File: src/rtl/button_conditioner.sv
// Per-channel input conditioning: 2-flop synchronizer, counter debouncer,
// registered rise/fall pulses and a sticky, acknowledgeable interrupt flag.
module button_conditioner #(
  parameter int WIDTH           = 4,
  parameter int DEBOUNCE_CYCLES = 16000,
  parameter int CNT_W           = $clog2(DEBOUNCE_CYCLES),
  parameter bit ACTIVE_LOW      = 1'b0
) (
  input  logic             clk,
  input  logic             resetn,
  input  logic [WIDTH-1:0] raw_in,
  output logic [WIDTH-1:0] level_out,
  output logic [WIDTH-1:0] rise_pulse,
  output logic [WIDTH-1:0] fall_pulse,
  output logic [WIDTH-1:0] irq_pending,
  input  logic [WIDTH-1:0] irq_ack
);

  localparam logic [CNT_W-1:0] CNT_MAX = CNT_W'(DEBOUNCE_CYCLES - 1);

  logic [WIDTH-1:0] raw_norm;
  logic [WIDTH-1:0] sync1;
  logic [WIDTH-1:0] sync2;
  logic [WIDTH-1:0] accept;
  logic [WIDTH-1:0] rise_evt;
  logic [WIDTH-1:0] fall_evt;
  logic [CNT_W-1:0] cnt [WIDTH];

  // Normalise polarity before synchronizing so level_out=1 always means pressed.
  assign raw_norm = ACTIVE_LOW ? ~raw_in : raw_in;

  // NOTE: default every always_comb output before the loop so no latch is inferred.
  always_comb begin
    accept = '0;
    for (int i = 0; i < WIDTH; i++) begin
      accept[i] = (sync2[i] != level_out[i]) && (cnt[i] == CNT_MAX);
    end
  end

  // An accepted change adopts the synchronized level, so its direction is sync2.
  assign rise_evt = accept & sync2;
  assign fall_evt = accept & ~sync2;

  // NOTE: all state uses non-blocking assignments so every register samples
  // the pre-edge values, independent of statement order.
  always_ff @(posedge clk) begin
    if (!resetn) begin
      sync1       <= '0;
      sync2       <= '0;
      level_out   <= '0;
      rise_pulse  <= '0;
      fall_pulse  <= '0;
      irq_pending <= '0;
      for (int i = 0; i < WIDTH; i++) begin
        cnt[i] <= '0;
      end
    end else begin
      sync1       <= raw_norm;
      sync2       <= sync1;
      level_out   <= level_out ^ accept;
      rise_pulse  <= rise_evt;
      fall_pulse  <= fall_evt;
      // A new rise beats a coincident acknowledge so no press is lost.
      irq_pending <= rise_evt | (irq_pending & ~irq_ack);
      for (int i = 0; i < WIDTH; i++) begin
        if ((sync2[i] == level_out[i]) || accept[i]) begin
          cnt[i] <= '0;
        end else begin
          cnt[i] <= cnt[i] + 1'b1;
        end
      end
    end
  end

endmodule

File: config.mk
export PLATFORM = sky130hd
export DESIGN_NAME = button_conditioner
export DESIGN_NICKNAME = d
export VERILOG_FILES = /design/src/rtl/button_conditioner.sv
export SDC_FILE = /design/constraint.sdc
export NUM_CORES = 1
export LEC_CHECK = 0
export CORE_MARGIN = 3
export CORE_UTILIZATION = 53
export DETAILED_ROUTE_END_ITERATION = 10
export PLACE_DENSITY = 0.76
export SLEW_MARGIN = 20
export SYNTH_ARGS = -nofsm -noshare
export SYNTH_HDL_FRONTEND = slang
export SYNTH_SLANG_ARGS = --single-unit
File: constraint.sdc
create_clock -name clk -period 1.72 [get_ports clk]
set_input_delay 0.43 -clock clk [delete_from_list [all_inputs] [get_ports clk]]
set_output_delay 0.43 -clock clk [all_outputs]
set_load 0.01 [all_outputs]
==> run_results.csv <==
group,metric,value,unit
outcome,status,"completed",
logic_synthesis,synth.area.top_cells,"edfxtp_1 (43%), dfxtp_1 (12%), xnor2_1 (8.8%)",
floorplanning,die_area,8360,µm²
sta,fmax,584,MHz
clocking,holdBufCountCts,0,
critical_path,critPathArrivalTime,1.81,ns
floorplanning,rows,30,
floorplanning,coreArea,6940,µm²
routing,drt-wirelength-per-cell,12.2,µm
logic_synthesis,synth_cells,348,
sta,final-max-slew-violation-count,0,
pwr,p_clk_frac,0.390,
critical_path,cp.required,1.82,ns
global_routing,grt_max_degree,15,
placed_design,placed_area,4570,µm²
routing,drc,0,
pwr,powerDensity,800,nW/µm²
logic_synthesis,synth-edff-count,56,
global_routing,antenna_found_initial,0,
logic_synthesis,async_reset_ff_frac,0,
global_routing,gr-usage-all-layers,0.168,
sta,tns,0,ns
critical_path,worstPathMaxFanout,7,
routing,drtPass1Iterations,4,
critical_path,reg2reg_slack,0.008,ns
routing,num_vias,2703,
logic_synthesis,ys_seq_area_frac,0.559,
logic_synthesis,syn_area_per_cell,11.1,µm²
critical_path,critical_path_class,"reg2reg",
clocking,cts_htree_levels,3,
global_routing,grt_pass1_vias,2570,
pwr,seqPwrFrac,0.555,
finish,design_area,4920,µm²
clocking,clk_pin_slew,0.08,ns
sta,rsz0062_at_grt,"true",
floorplanning,die_h,91.4,µm
logic_synthesis,yosys_warnings,0,
finish,final_cells,559,
pwr,p_int,3.12,mW
global_routing,grt-ovfl-total,0,
logic_synthesis,synthDistinctLibCells,39,
clocking,max-clock-path-buffers,2,
placed_design,portBuffers,25,
pwr,p_leak,1.87,nW
critical_path,r2r_cells,4,
floorplanning,die_x,91.4,µm
clocking,cts-root-buf,"clkbuf_8",
global_routing,grt_pass1_wl,11200,µm
pwr,p_comb_frac,0.054,
finish,layout-drive-gt1-share,0.145,
sta,fin_crit_sh,0.995,
finish,antenna_cells,0,
sta,finalSetupViolations,0,
placed_design,place_hpwl,4640,µm
finish,fin_util,0.708,
pwr,peakVddDrop,690,µV
sta,min_period,1.71,ns
sta,finalHoldViolations,0,
logic_synthesis,synth_top_area_frac,0.435,
clocking,cts_tree,"done",
placed_design,dp.cells,539,
routing,antenna_left,0,
floorplanning,start_util,0.557,
logic_synthesis,synth_common_cells,"nor2_1 (65), edfxtp_1 (56), xnor2_1 (39), dfxtp_1 (24), nand2_1 (22)",
floorplanning,boundaryPins,26,
run,drv_cap,0,
routing,routed_wl,6810,µm
clocking,worstSkewPairLatency,0.34,ns
clocking,cts_made_buffers,9,
routing,dr.first_iter.drc_count,76,
placed_design,gp_congestion,0.806,
hold_path,hp-class,"reg2reg",
sta,finClkSkew,0.00755,ns
routing,via_per_inst,4.84,
critical_path,cp-end-kind,"flop",
hold_path,min_path_cells,1,
pwr,power.switching,0.815,mW
logic_synthesis,yosysTopAreaCell,"edfxtp_1",
finish,area_growth,27.2,%
pwr,switching_share,0.207,
finish,fin_nets,472,
logic_synthesis,synth-seq-cells,80,
logic_synthesis,syn-cell-area,3870,µm²
clocking,numClockSinks,80,
logic_synthesis,synthFlopType,"edfxtp_1",
logic_synthesis,yosysMostFrequentCell,"nor2_1",
critical_path,crit_path_start_kind,"flop",
-- final cells by class --
type                    count  area [µm²]
fillers                   515        2020
repair buffers             49         434
flip-flops and latches     80        2160
clock buffers              13         159
well taps                  96         120
clock inverters             3        65.1
multi-input cells         306        1930
inverters                  12        45.0
-- critical path, stage by stage (launching register included) --
cell and delay (ns):
edfxtp_1 0.39, or3b_4 0.42, nor4_4 0.34, nand3b_4 0.25, nor2_1 0.07
-- metal layers --
metal  share of wire  track usage  wire length [µm]  vias up
met5               0            0                 0        -
met4           0.016       0.0867               106        0
met3           0.034       0.0389               234       11
met2            0.50        0.278              3410       39
met1            0.45        0.203              3060     1262
li1                -            -                 -     1391
-- logic make-up after synthesis --
| group | Yosys count | synth area share |
|---|---|---|
| and+or+nand+nor | 183 | 0.266 |
| DFF | 80 | 0.559 |
| xor gates and xnor gates | 51 | 0.115 |
| buffers and inverters | 20 | 0.0285 |
| AOI/OAI and AO/OA | 6 | 0.00970 |
| adders and majority gates | 4 | 0.0129 |
| muxes | 3 | 0.00776 |
| other | 1 | 0.000970 |
-- power by group through the flow --
stage	Combinational (mW)	Clock, mW	Sequential [mW]
floorplan	0.134	0	2.22
global placement	0.191	0	2.22
detailed placement	0.194	0	2.23
CTS	0.198	1.58	2.18
global route	0.241	1.67	2.20
finish	0.214	1.54	2.19
-- flip-flops by register name (all words and copies together) (netlist names), named ones only --
register / cells
cnt: 56
fall_pulse: 4
irq_pending: 4
sync1: 4
sync2: 4
rise_pulse: 4
-- metrics by stage --
stage	hold slack, ns	total power, mW	worst slack (ns)
after floorplan	0.412	2.35	0.00221
after global placement	0.415	2.41	-0.0131
after detailed placement	0.418	2.42	-0.0447
after CTS	0.436	3.97	0.000504
after global routing	0.448	4.10	-0.0714
final	0.435	3.94	0.00791
-- final timing paths --
check        startpoint        end
max           cnt[1][7]  cnt[1][6]
min reg2reg    sync1[1]   sync2[1]
min            sync1[1]   sync2[1]
max reg2reg   cnt[1][7]  cnt[1][6]
-- placed cells by master (no fill, tap or decap), types with 3 or more instances in the layout --
cell / count
nor2_1: 63
nor3b_1: 4
and2_1: 8
nand4_1: 7
edfxtp_1: 56
nor4_4: 4
xor2_1: 12
nand3b_1: 4
buf_4: 24
nor3b_2: 4
dfxtp_1: 22
nand2b_1: 3
nor3_1: 11
nand3_1: 20
conb_1: 56
mux2i_1: 3
a21boi_0: 3
nand3b_4: 5
clkbuf_8: 11
nor4_1: 14
nor2b_1: 3
clkdlybuf4s50_1: 22
inv_1: 12
nand2_1: 20
xnor2_1: 39
-- what timing repair did --
item,in CTS,in global routing
pin swaps,0,11
setup endpoints to repair,17,54
gates cloned,0,3
setup buffers,0,1
resized for setup,5,16
Power figures use the tool's default switching activity.
